$ cat config.mk
export PLATFORM = sky130hd
export DESIGN_NAME = bist_pattern_driver
export DESIGN_NICKNAME = d
export VERILOG_FILES = /design/src/rtl/bist_pkg.sv /design/src/rtl/bist_misr.sv /design/src/rtl/bist_pattern_driver.sv
export SDC_FILE = /design/constraint.sdc
export NUM_CORES = 1
export LEC_CHECK = 0
export CAP_MARGIN = 30
export CORE_MARGIN = 10
export CORE_UTILIZATION = 40
export DETAILED_ROUTE_END_ITERATION = 6
export GPL_ROUTABILITY_DRIVEN = 0
export PLACE_DENSITY = 0.65
export SETUP_SLACK_MARGIN = 0.2
export SYNTH_ARGS = -nofsm -noshare
export SYNTH_HDL_FRONTEND = slang
export SYNTH_HIERARCHICAL = 1
export SYNTH_SLANG_ARGS = --single-unit
$ cat constraint.sdc
create_clock -name clk -period 2.55 [get_ports clk]
set_clock_uncertainty 0.15 [all_clocks]
set_input_delay 0.255 -clock clk [delete_from_list [all_inputs] [get_ports clk]]
set_output_delay 0.255 -clock clk [all_outputs]
set_load 0.02 [all_outputs]
$ cat src/rtl/bist_pkg.sv
// Shared types, tap constants and next-state functions for the BIST pattern driver.
package bist_pkg;

  typedef enum logic [1:0] {
    IDLE = 2'd0,
    RUN  = 2'd1,
    DONE = 2'd2
  } bist_state_e;

  // x^5+x^3+1 for the stimulus LFSR, x^8+x^6+x^5+x^4+1 for the MISR.
  localparam logic [4:0] LFSR_TAPS = 5'b10100;
  localparam logic [7:0] MISR_TAPS = 8'b10111000;

  // Fibonacci step: shift left, feedback is the XOR of the tapped bits.
  function automatic logic [31:0] lfsr_next(input logic [31:0] p,
                                            input logic [31:0] taps,
                                            input int          w);
    logic [31:0] mask;
    mask = (w >= 32) ? '1 : ((32'd1 << w) - 32'd1);
    return ((p << 1) | {31'd0, ^(p & taps)}) & mask;
  endfunction

  function automatic logic [31:0] misr_next(input logic [31:0] m,
                                            input logic [31:0] taps,
                                            input logic [31:0] rsp,
                                            input int          w);
    return lfsr_next(m, taps, w) ^ rsp;
  endfunction

endpackage

$ cat src/rtl/bist_misr.sv
// Multiple-input signature register compacting CUT responses.
module bist_misr
  import bist_pkg::*;
#(
  parameter int               SIG_W = 8,
  parameter int               RSP_W = 2,
  parameter logic [SIG_W-1:0] TAPS  = SIG_W'(MISR_TAPS)
) (
  input  logic             clk,
  input  logic             rst_n,
  input  logic             clear,
  input  logic             enable,
  input  logic [RSP_W-1:0] response,
  output logic [SIG_W-1:0] signature
);

  logic [SIG_W-1:0] sig_nxt;

  always_comb begin
    sig_nxt = SIG_W'(misr_next(32'(signature), 32'(TAPS), 32'(response), SIG_W));
  end

  // clear wins over enable so a start or abort always leaves a clean register.
  always_ff @(posedge clk or negedge rst_n) begin
    if (!rst_n) begin
      signature <= '0;
    end else if (clear) begin
      signature <= '0;
    end else if (enable) begin
      signature <= sig_nxt;
    end
  end

endmodule

$ cat src/rtl/bist_pattern_driver.sv
// BIST driver: LFSR stimulus to the CUT, MISR compaction of its responses, pass/fail verdict.
module bist_pattern_driver
  import bist_pkg::*;
#(
  parameter int               PAT_W    = 5,
  parameter int               RSP_W    = 2,
  parameter int               SIG_W    = 8,
  parameter int               NUM_PAT  = 31,
  parameter logic [PAT_W-1:0] SEED     = 5'b00001,
  parameter logic [SIG_W-1:0] GOLDEN   = 8'h00,
  parameter logic [PAT_W-1:0] PAT_TAPS = PAT_W'(LFSR_TAPS),
  parameter logic [SIG_W-1:0] SIG_TAPS = SIG_W'(MISR_TAPS)
) (
  input  logic             clk,
  input  logic             rst_n,
  input  logic             start,
  input  logic             abort,
  input  logic [RSP_W-1:0] response,
  output logic [PAT_W-1:0] pattern,
  output logic             busy,
  output logic             done,
  output logic             pass,
  output logic [SIG_W-1:0] signature,
  output bist_state_e      dbg_state
);

  // Handshake: start (with abort low) is taken in IDLE or DONE and ignored in RUN;
  // busy is high for the whole run, done/pass/signature hold until the next accepted start.

  localparam int CNT_W = $clog2(NUM_PAT + 1);

  bist_state_e      state;
  logic [CNT_W-1:0] count;
  logic [PAT_W-1:0] pat_nxt;
  logic [SIG_W-1:0] sig_nxt;
  logic             last;
  logic             accept;
  logic             misr_clear;
  logic             misr_en;

  always_comb begin
    pat_nxt    = PAT_W'(lfsr_next(32'(pattern), 32'(PAT_TAPS), PAT_W));
    sig_nxt    = SIG_W'(misr_next(32'(signature), 32'(SIG_TAPS), 32'(response), SIG_W));
    last       = (count == CNT_W'(NUM_PAT - 1));
    accept     = (state != RUN) && start && !abort;
    misr_clear = accept || ((state == RUN) && abort);
    misr_en    = (state == RUN) && !abort;
  end

  assign dbg_state = state;

  bist_misr #(
    .SIG_W (SIG_W),
    .RSP_W (RSP_W),
    .TAPS  (SIG_TAPS)
  ) u_misr (
    .clk       (clk),
    .rst_n     (rst_n),
    .clear     (misr_clear),
    .enable    (misr_en),
    .response  (response),
    .signature (signature)
  );

  always_ff @(posedge clk or negedge rst_n) begin
    if (!rst_n) begin
      state   <= IDLE;
      pattern <= '0;
      count   <= '0;
      busy    <= 1'b0;
      done    <= 1'b0;
      pass    <= 1'b0;
    end else begin
      case (state)
        IDLE, DONE: begin
          if (accept) begin
            state   <= RUN;
            pattern <= SEED;
            count   <= '0;
            busy    <= 1'b1;
            done    <= 1'b0;
            pass    <= 1'b0;
          end
        end
        RUN: begin
          if (abort) begin
            state   <= IDLE;
            pattern <= '0;
            count   <= '0;
            busy    <= 1'b0;
          end else begin
            count <= count + 1'b1;
            if (last) begin
              // Verdict uses the signature after the final response is absorbed.
              state   <= DONE;
              pattern <= '0;
              busy    <= 1'b0;
              done    <= 1'b1;
              pass    <= (sig_nxt == GOLDEN);
            end else begin
              pattern <= pat_nxt;
            end
          end
        end
        default: begin
          state   <= IDLE;
          pattern <= '0;
          busy    <= 1'b0;
          done    <= 1'b0;
          pass    <= 1'b0;
        end
      endcase
    end
  end

endmodule

Word level (Yosys, flattened, before mapping)
Cells that the tools add are included.

Output and inout port bits: 18. Bits in registers: 23. Input bits: 6. Logic and storage cells: 59.

Reductions and logical operators: 16. Equality and inequality tests: 8. Bitwise gates (word level): 3. Muxes and demuxes: 24. Add/sub/neg operators: 1.

Operators with widths (number): $reduce_xor 32->1 (2); $mux 5 (5); $pmux 5 s2 (2); $mux 8 (2); $logic_not 8->1 (1); $mux 1 (8); $or 8x1->8 (1); $xor 8x2->8 (1); $mux 2 (3); $ne 2x2->1 const B (3); $pmux 1 s2 (3); $add 5x1->5 const B (1); $eq 5x5->1 const B (1); $or 5x1->5 (1); $logic_and 1x1->1 (4); $pmux 2 s2 (1); $reduce_and 2->1 (2); $reduce_bool 2->1 (2); $ne 3x3->1 const B (1); $reduce_and 3->1 (1); $eq 2x1->1 const B (1); $eq 2x2->1 const B (1); $logic_not 2->1 (1); $ne 2x1->1 const B (1); other kinds (3) (3).

Depth between registers and ports, before layout
Gate-level depths: netlist of run 1.

Depth in word-level cells: 7. Gate-level depth with buffers: 7. Mapped depth without buffers: 6.

Hierarchy
The synthesis of run 1 kept the hierarchy.

By module, submodules not included: bist_pattern_driver (cells an instance 67, times used 1, sequential area each 375.4 um2, area each 740.7 um2); bist_misr (cells an instance 32, times used 1, sequential area each 200.2 um2, area each 381.6 um2).

Least setup slack after synthesis of run 1
No wires, ideal clock.

Path type: register to register. Start: register state[0], in the netlist dbg_state[0]. End: register u_misr.signature[0]. Data required time: 2.314 ns. Setup time: 0.086 ns. Path slack: 0.795 ns. Data arrival time: 1.520 ns. Buffers on the path: 1. Clock period less this slack: 1.755 ns. Stages on the path, launching flop included: 8. Cell sequence: dfrtp_1 > and2b_2 > nand2_2 > inv_2 > buf_2 > nor2b_1 > nand2b_1 > o221ai_2.

Elaborated cells on any way between the ends: 9. Those cells by class: 2 x eq/ne; 1 x mux; 6 x reduce/logical.

RTL lines: start: declaration (line bist_pattern_driver.sv:32) `bist_state_e state;`; start signal: assignment (line bist_pattern_driver.sv:67) `state <= IDLE;`; start signal: assignment (line bist_pattern_driver.sv:77) `state <= RUN;`; start signal: assignment (line bist_pattern_driver.sv:87) `state <= IDLE;`; $eq 2x1->1 (line bist_pattern_driver.sv:47) `misr_en = (state == RUN) && !abort;`; $logic_and 1x1->1 (line bist_pattern_driver.sv:47); via misr_en (line bist_pattern_driver.sv:39) `logic misr_en;`; $reduce_bool 2->1 (no source line); end signal: assignment (line bist_misr.sv:30) `signature <= sig_nxt;`; end: declaration (line bist_misr.sv:14) `output logic [SIG_W-1:0] signature`.

The timed path passes the listed nets, and every way through them passes these cells. A chain may end at the register's enable or synchronous reset.

Final worst setup path of run 1
Start: register state[0], in the netlist dbg_state[0]. End: register u_misr.signature[0].

Cells in the longest elaborated chain, start to end: 5. Elaborated cells on any way between the ends: 9. Those cells by class: 2 x eq/ne; 1 x mux; 6 x reduce/logical.

RTL lines: $ne 2x1->1 (line bist_pattern_driver.sv:45) `accept = (state != RUN) && start && !abort;`; $logic_and 1x1->1 (2 in series) (line bist_pattern_driver.sv:45); $logic_or 1x1->1 (*) (line bist_pattern_driver.sv:46) `misr_clear = accept || ((state == RUN) && abort);`; via misr_clear (line bist_pattern_driver.sv:38) `logic misr_clear;`; $mux 8 / $reduce_bool 2->1 (equally long branches).

The timed path passes the listed nets; every way through them passes the cells marked *.

==> run summary, run 1 <==
The routed length per placed instance came out at 15.4 um. The global-route wire length before repair is 4280 um. In the global route stage, overall resource usage came out at 0.0987. The critical-path maximum fanout came out at 9. The clock input transition at the sequential cells of the worst setup and hold paths is 0.14 ns. The total length of routed met3 wires came out at 229 um.

The floorplan step defined a die boundary enclosing 5320 sq um. The required time of the critical path is 2.59 ns. The worst path buffer plus inverter count is 0. The proportion of synthesized flip-flops having asynchronous set or reset is 1.00. In this run the power density over the cells is 543 nW/um^2. The internal power is 0.000534 W. The number of nets at the end of the flow is 134. The largest incremental delay on the critical path came out at 0.53 ns.

The hold buffer count at cts came out at 0. The antenna diode instance count is 0. The I/O pin count came out at 24.

The clock latency of the later-clocked register in the worst-skew pair came out at 0.32 ns. The count of vias placed by the detailed router came out at 853. The worst pin sits at a relative slew slack of 0.573. The largest net degree at the start of global routing is 24.

The number of unique standard cell types used by synthesis came out at 33. The summed negative setup slack over all endpoints is 0 ns. CTS placed an instance of clkbuf_4 at the clock tree root. The data arrival at the endpoint of the critical path came out at 2.03 ns. Clock tree synthesis inserted a total of 3 buffers. The flip-flop and latch count after synthesis came out at 23. The fraction of the cycle the final worst path needs came out at 0.779. Grouping stages by cell kind, the critical path spends the most delay in compound AO/OA/AOI/OAI gates.

For this design the static power due to leakage is 0.612 nW. Once placement finished, the instance area stood at 1390 sq um. The number of hold-slack violations in the final timing report is 0.

Leaving out fill and tap cells, the most frequent cells in the layout are dfrtp_1, clkdlybuf4s50_1, nor2_1, a22o_1, mux2i_1. The height of the chip is 73.0 um. After detailed routing, the number of remaining DRC violations is 0. Of the total power, the clock network draws 0.224. The global route total overflow is 0. The TritonCTS sink count is 23.

Detailed placement ended at an HPWL of 1790 um. The maximum vdd drop came out at 0.453 mV. The run finished with clean final reports. The post-route cell area is 1420 sq um. The sequential fraction of design power is 0.547. The power spent charging and discharging nets came out at 0.000236 W. The number of max-cap violations came out at 0. Static timing analysis puts the maximum clock frequency at 504 MHz. The number of setup violations in the final report is 0. The sequential share of the synthesized area came out at 0.513. The final routed wirelength across all metal layers came out at 2400 um.

The routed metal-1 wirelength came out at 1040 um. The number of H-tree levels came out at 1. Signal routing reaches up to met4. The synthesized netlist net count is 107. The max-slew violation count came to 0. The first routing iteration left 51 violations. The number of inserted filler cells in the final layout came out at 255.

Setup repair after global routing left no endpoint under its margin. Yosys mapped a number of flops with a built-in enable equal to 0. Row generation in the floorplan step produced 19 rows. The mean instance size in the synthesized netlist is 11.3 sq um. The transition time at the pin with the least slew margin is 0.637 ns. The synthesized cell area came out at 1120 sq um. The sum of internal, switching and leakage power came out at 0.000769 W. Of the total power, the share spent switching nets is 0.306.

The initial standard-cell utilization of the core came out at 0.414. Buffers placed on the I/O ports in this run total 23. The critical path goes through or2b_1 -> o21ai_1 -> nor2b_1 -> nand2b_1 -> o221ai_2.

STA classifies the critical path endpoint as a flop. Using the TritonRoute via totals, the vias-per-cell ratio works out to 5.47. The clock period could shrink to 1.99 ns.

The number of warning messages in the yosys log came out at 6. The share of total power dissipated in combinational logic is 0.229. The worst setup path is launched from a flop. The type of the worst setup path is flop to flop. Among all flip-flop cells after synthesis, the most frequent one is dfrtp_1. The fraction of final layout cells sized beyond drive strength 1 is 0.0960.

Relative to the synthesized area, the layout overhead comes to 26.3%. The maximum buffer depth of the clock tree is 2. The wire length on met2 is 1110 um. The area inside the core boundary came out at 2710 sq um. TritonCTS built the clock tree. The post-CTS setup repair buffer count is 0. The floorplan step set the die width to 73.0 um. The via count of the first global-routing pass is 929. The initial antenna violation count is 0.

The final design utilization came out at 0.523. The cell count after synthesis is 99. The worst hold path belongs to the class input pin to asynchronous set/reset pin. The number of nets still failing antenna checks after routing is 0. The largest individual stage delay along the critical path comes from the cell o21ai_1.

The first-pass detailed-route iteration total is 4.
-- cell families after synthesis --
group,Yosys count,synth area share
muxes,7,0.0624
DFF,23,0.513
AOI/OAI and AO/OA,19,0.144
buffers and inverters,6,0.0212
and+or+nand+nor,34,0.163
xor gates and xnor gates,8,0.0747
adders and majority gates,2,0.0223
-- final cells by class --
| class | count | area (sq um) | share of cell area |
|---|---|---|---|
| Clock inverter | 1 | 5.00 | 0.00353 |
| Multi-Input combinational cell | 70 | 523 | 0.369 |
| Tap cell | 31 | 38.8 | 0.0274 |
| Inverter | 4 | 15.0 | 0.0106 |
| Clock buffer | 3 | 22.5 | 0.0159 |
| Timing Repair Buffer | 24 | 238 | 0.168 |
| Sequential cell | 23 | 576 | 0.406 |
-- flip-flops by register name, summed over array words and instances, names as in the netlist --
register,count
done,1
busy,1
pass,1
dbg_state,2
u_misr/signature,8
count,5
pattern,5
-- power groups by stage --
stage | Combinational [W] | Clock (W) | Sequential (W)
CTS | 0.000179 | 0.000180 | 0.000421
global route | 0.000198 | 0.000191 | 0.000426
detailed placement | 0.000179 | 0 | 0.000427
floorplan | 0.0000806 | 0 | 0.000446
global placement | 0.000176 | 0 | 0.000426
finish | 0.000176 | 0.000172 | 0.000421
-- repair_timing --
| action | in CTS | in global routing |
|---|---|---|
| gates resized for setup | 0 | 1 |
| setup endpoints to repair | 0 | 1 |
| endpoints found under the hold margin | 0 | 0 |
-- through the flow --
| stage | hold slack [ns] | instances | setup WS, ns |
|---|---|---|---|
| floorplan | -0.191 | 99 | 0.795 |
| global placement | 0.351 | 152 | 0.326 |
| detailed placement | 0.356 | 152 | 0.203 |
| CTS | 0.128 | 156 | 0.287 |
| global route | 0.133 | 156 | 0.399 |
| finish | 0.121 | 156 | 0.565 |
-- Yosys cell counts (3+ instances only) --
master	instances	area share
dfrtp_1	23	0.51
nor2_1	11	0.037
a22o_1	7	0.055
mux2i_1	7	0.062
xnor2_1	6	0.047
nand2_1	5	0.017
nand3_1	4	0.018
inv_1	3	0.010
-- final timing paths --
check | end | depth (start not counted) | startpoint | slack (ns)
min in group clk | busy$_DFFE_PN0P_ | 1 | busy$_DFFE_PN0P_ | 0.38
setup reg to reg | u_misr/signature[0]$_DFFE_PN0P_ | 5 | dbg_state[0]$_DFFE_PN0P_ | 0.56
hold reg to reg | busy$_DFFE_PN0P_ | 1 | busy$_DFFE_PN0P_ | 0.38
max in group asynchronous | u_misr/signature[1]$_DFFE_PN0P_ | 2 | rst_n | 1.88
hold / removal | count[3]$_DFFE_PN0P_ | 2 | rst_n | 0.12
setup / recovery | u_misr/signature[0]$_DFFE_PN0P_ | 5 | dbg_state[0]$_DFFE_PN0P_ | 0.56
-- metal layers --
layer,vias up,GRT usage
li1,404,-
met1,424,0.113
met2,23,0.159
met3,2,0.0544
met4,0,0.0190
met5,-,0
No activity file was read; power rests on OpenSTA's default activity.
==> run 2: changes to the inputs <==
- PLACE_DENSITY: 0.65 -> 0.68
- clock period: 2.55 -> 1.76 ns (I/O delays scaled with it)
==> run summary, run 2 (synthesized netlist as in run 1, its figures left out) <==
Run status: finished, final reports clean (unchanged). The total power divided by cell area came out at 741 nW/um^2 (was 543 nW/um^2). RSZ-0062 raised after global routing: yes (was no).

The critical-path maximum fanout came out at 6 (was 9). The worst-case headroom to the max-slew limit is 0.730 (was 0.573). The number of H-tree levels is 1 (unchanged). The global route total overflow is 0 (unchanged). The maximum vdd drop came to 0.584 mV (was 0.453 mV). The number of buffers inserted by port buffering was 23 (unchanged).

The routed metal-1 wirelength is 1150 um (was 1040 um). The transition time at the pin with the least slew margin is 0.404 ns (was 0.637 ns). The final routed wirelength across all metal layers came out at 2650 um (was 2400 um). The number of hold-slack violations in the final timing report came out at 0 (unchanged). The detailed router's first-iteration violation count came to 97 (was 51).

The required time of the critical path is 1.81 ns (was 2.59 ns). The wire length on met2 was 1290 um (was 1110 um). The initial antenna violation count came out at 0 (unchanged). The fraction of the cycle the final worst path needs is 0.877 (was 0.779).

The first-pass detailed-route iteration total is 4 (unchanged). The all-layer global routing usage came to 0.106 (was 0.0987). The worst hold slack after final layout came to 0.0585 ns (was 0.121 ns). The largest net degree at the start of global routing came out at 24 (unchanged). The largest register by flop count was u_misr/signature (unchanged). The type of element capturing the critical path is a flop (unchanged).

The detailed-placement wirelength estimate is 1930 um (was 1790 um). The area inside the core boundary is 2710 sq um (unchanged). The root buffer cell was clkbuf_4 (unchanged). The fraction of final layout cells sized beyond drive strength 1 came to 0.243 (was 0.0960).

The remaining design rule violation count is 0 (unchanged). The area taken by multi-input logic gates is 553 sq um (was 523 sq um). The CTS tree is built (unchanged). The max-slew violation count is 0 (unchanged).

The summed negative setup slack over all endpoints came to 0 ns (unchanged). The path class of the lowest-slack min-delay path is input pin to asynchronous set/reset pin (unchanged). The horizontal extent of the die came to 73.0 um (unchanged). The maximum buffer depth of the clock tree came to 2 (unchanged). The data arrival at the endpoint of the critical path is 1.60 ns (was 2.03 ns). The leakage power figure is 0.765 nW (was 0.612 nW). The height of the chip is 73.0 um (unchanged).

The number of nets at the end of the flow is 149 (was 134). The clock input transition at the sequential cells of the worst setup and hold paths came out at 0.12 ns (was 0.14 ns). The minimum clock period is 1.54 ns (was 1.99 ns). The length in cells of the worst reg-to-reg path came to 3 (was 5). The area of the die was 5320 sq um (unchanged). The type of the worst setup path is flop to flop (unchanged).

The antenna diode instance count is 0 (unchanged). The fmax is 648 MHz (was 504 MHz). The top metal layer carrying routed signals was met4 (unchanged). The total length of routed met3 wires is 185 um (was 229 um).

The clock latency of the later-clocked register in the worst-skew pair came out at 0.30 ns (was 0.32 ns). The via count of the first global-routing pass was 971 (was 929). The routed via count divided by cell count is 5.19 (was 5.47). Largest registers: u_misr/signature (8), count (5), pattern (5) (unchanged).

The number of inserted filler cells in the final layout came out at 249 (was 255). The routed length per placed instance is 15.5 um (was 15.4 um). The startpoint of the worst-slack reg-to-reg timing path is dbg_state[0]$_DFFE_PN0P_ (unchanged). The number of flip-flops under the largest register name is 8 (unchanged). The most frequent standard cell in the layout excluding fill and tap cells is dfrtp_1.

The register-to-register setup slack was 0.22 ns (was 0.56 ns). The count of vias placed by the detailed router came to 887 (was 853). The layout overhead on the synthesized area is 38.5% (was 26.3%). The register area is 578 sq um (was 576 sq um). The initial standard-cell utilization of the core came to 0.414 (unchanged). The global-route wire length before repair came out at 4550 um (was 4280 um).

The TritonCTS sink count is 23 (unchanged). The number of setup violations in the final report came out at 0 (unchanged). The number of nets still failing antenna checks after routing is 0 (unchanged). The number of placement rows came to 19 (unchanged).

The startpoint type of the worst setup path was a flop (unchanged). The number of buffers inserted during clock tree synthesis is 3 (unchanged). The capture point of the worst reg-to-reg path is count[3]$_DFFE_PN0P_ (was u_misr/signature[0]$_DFFE_PN0P_). The number of max-cap violations came out at 0 (unchanged). The I/O pin count is 24 (unchanged). Leading cell types in the layout, fill and taps excluded: dfrtp_1, dlygate4sd2_1, buf_4, nor2_1 (was dfrtp_1, clkdlybuf4s50_1, nor2_1, a22o_1, mux2i_1).
-- run 2: timing repair --
item,4_1_cts,5_1_grt
buffers inserted,6,2
hold buffers,0,0
endpoints found under the setup margin,22,19
resized for setup,19,8
-- run 2: layout make-up --
type,instances,share of cell area
clock buffers,4,0.0169
multi-input cells,70,0.356
repair buffers,39,0.219
flip-flops and latches,23,0.372
well taps,31,0.0250
inverters,4,0.0113
-- run 2: worst max path at each step --
stage | startpoint | end | slack, ns
floorplan | dbg_state[1]$_DFFE_PN0P_ | u_misr/signature[0]$_DFFE_PN0P_ | 0.18
global placement | start | u_misr/signature[0]$_DFFE_PN0P_ | 0.04
detailed placement | abort | u_misr/signature[0]$_DFFE_PN0P_ | -0.0006
CTS | dbg_state[0]$_DFFE_PN0P_ | dbg_state[0] | 0.20
global route | dbg_state[1]$_DFFE_PN0P_ | u_misr/signature[0]$_DFFE_PN0P_ | 0.11
finish | dbg_state[0]$_DFFE_PN0P_ | count[3]$_DFFE_PN0P_ | 0.22
-- run 2: worst max-delay path, stage by stage, from the launching register on --
cell	delay, ns
dfrtp_2	0.46
or3b_4	0.44
and2_4	0.18
a22o_1	0.22
-- run 2: metrics by stage --
stage / cells / power, W / cell area (sq um) / setup slack [ns] / util
after detailed placement: 159 / 0.000906 / 1470 / -0.000558 / 0.541
after CTS: 169 / 0.00115 / 1510 / 0.198 / 0.559
after global routing: 171 / 0.00123 / 1550 / 0.112 / 0.573
final: 171 / 0.00115 / 1550 / 0.216 / 0.573
after floorplan: 99 / 0.000771 / 1140 / 0.178 / -
after global placement: 159 / 0.000899 / 1470 / 0.0394 / 0.541
-- run 2: report_power, final --
part / switching (W) / leakage, nW / internal (W) / total (W)
Clock: 0.000148 / 0.0150 / 0.0000882 / 0.000237
Combinational: 0.000157 / 0.440 / 0.000150 / 0.000306
Sequential: 0.0000414 / 0.310 / 0.000566 / 0.000608
-- run 2: routing by layer --
| metal | up-vias | GRT usage |
|---|---|---|
| li1 | 432 | - |
| met2 | 20 | 0.171 |
| met5 | - | 0 |
| met3 | 2 | 0.0408 |
| met1 | 433 | 0.125 |
| met4 | 0 | 0.0380 |
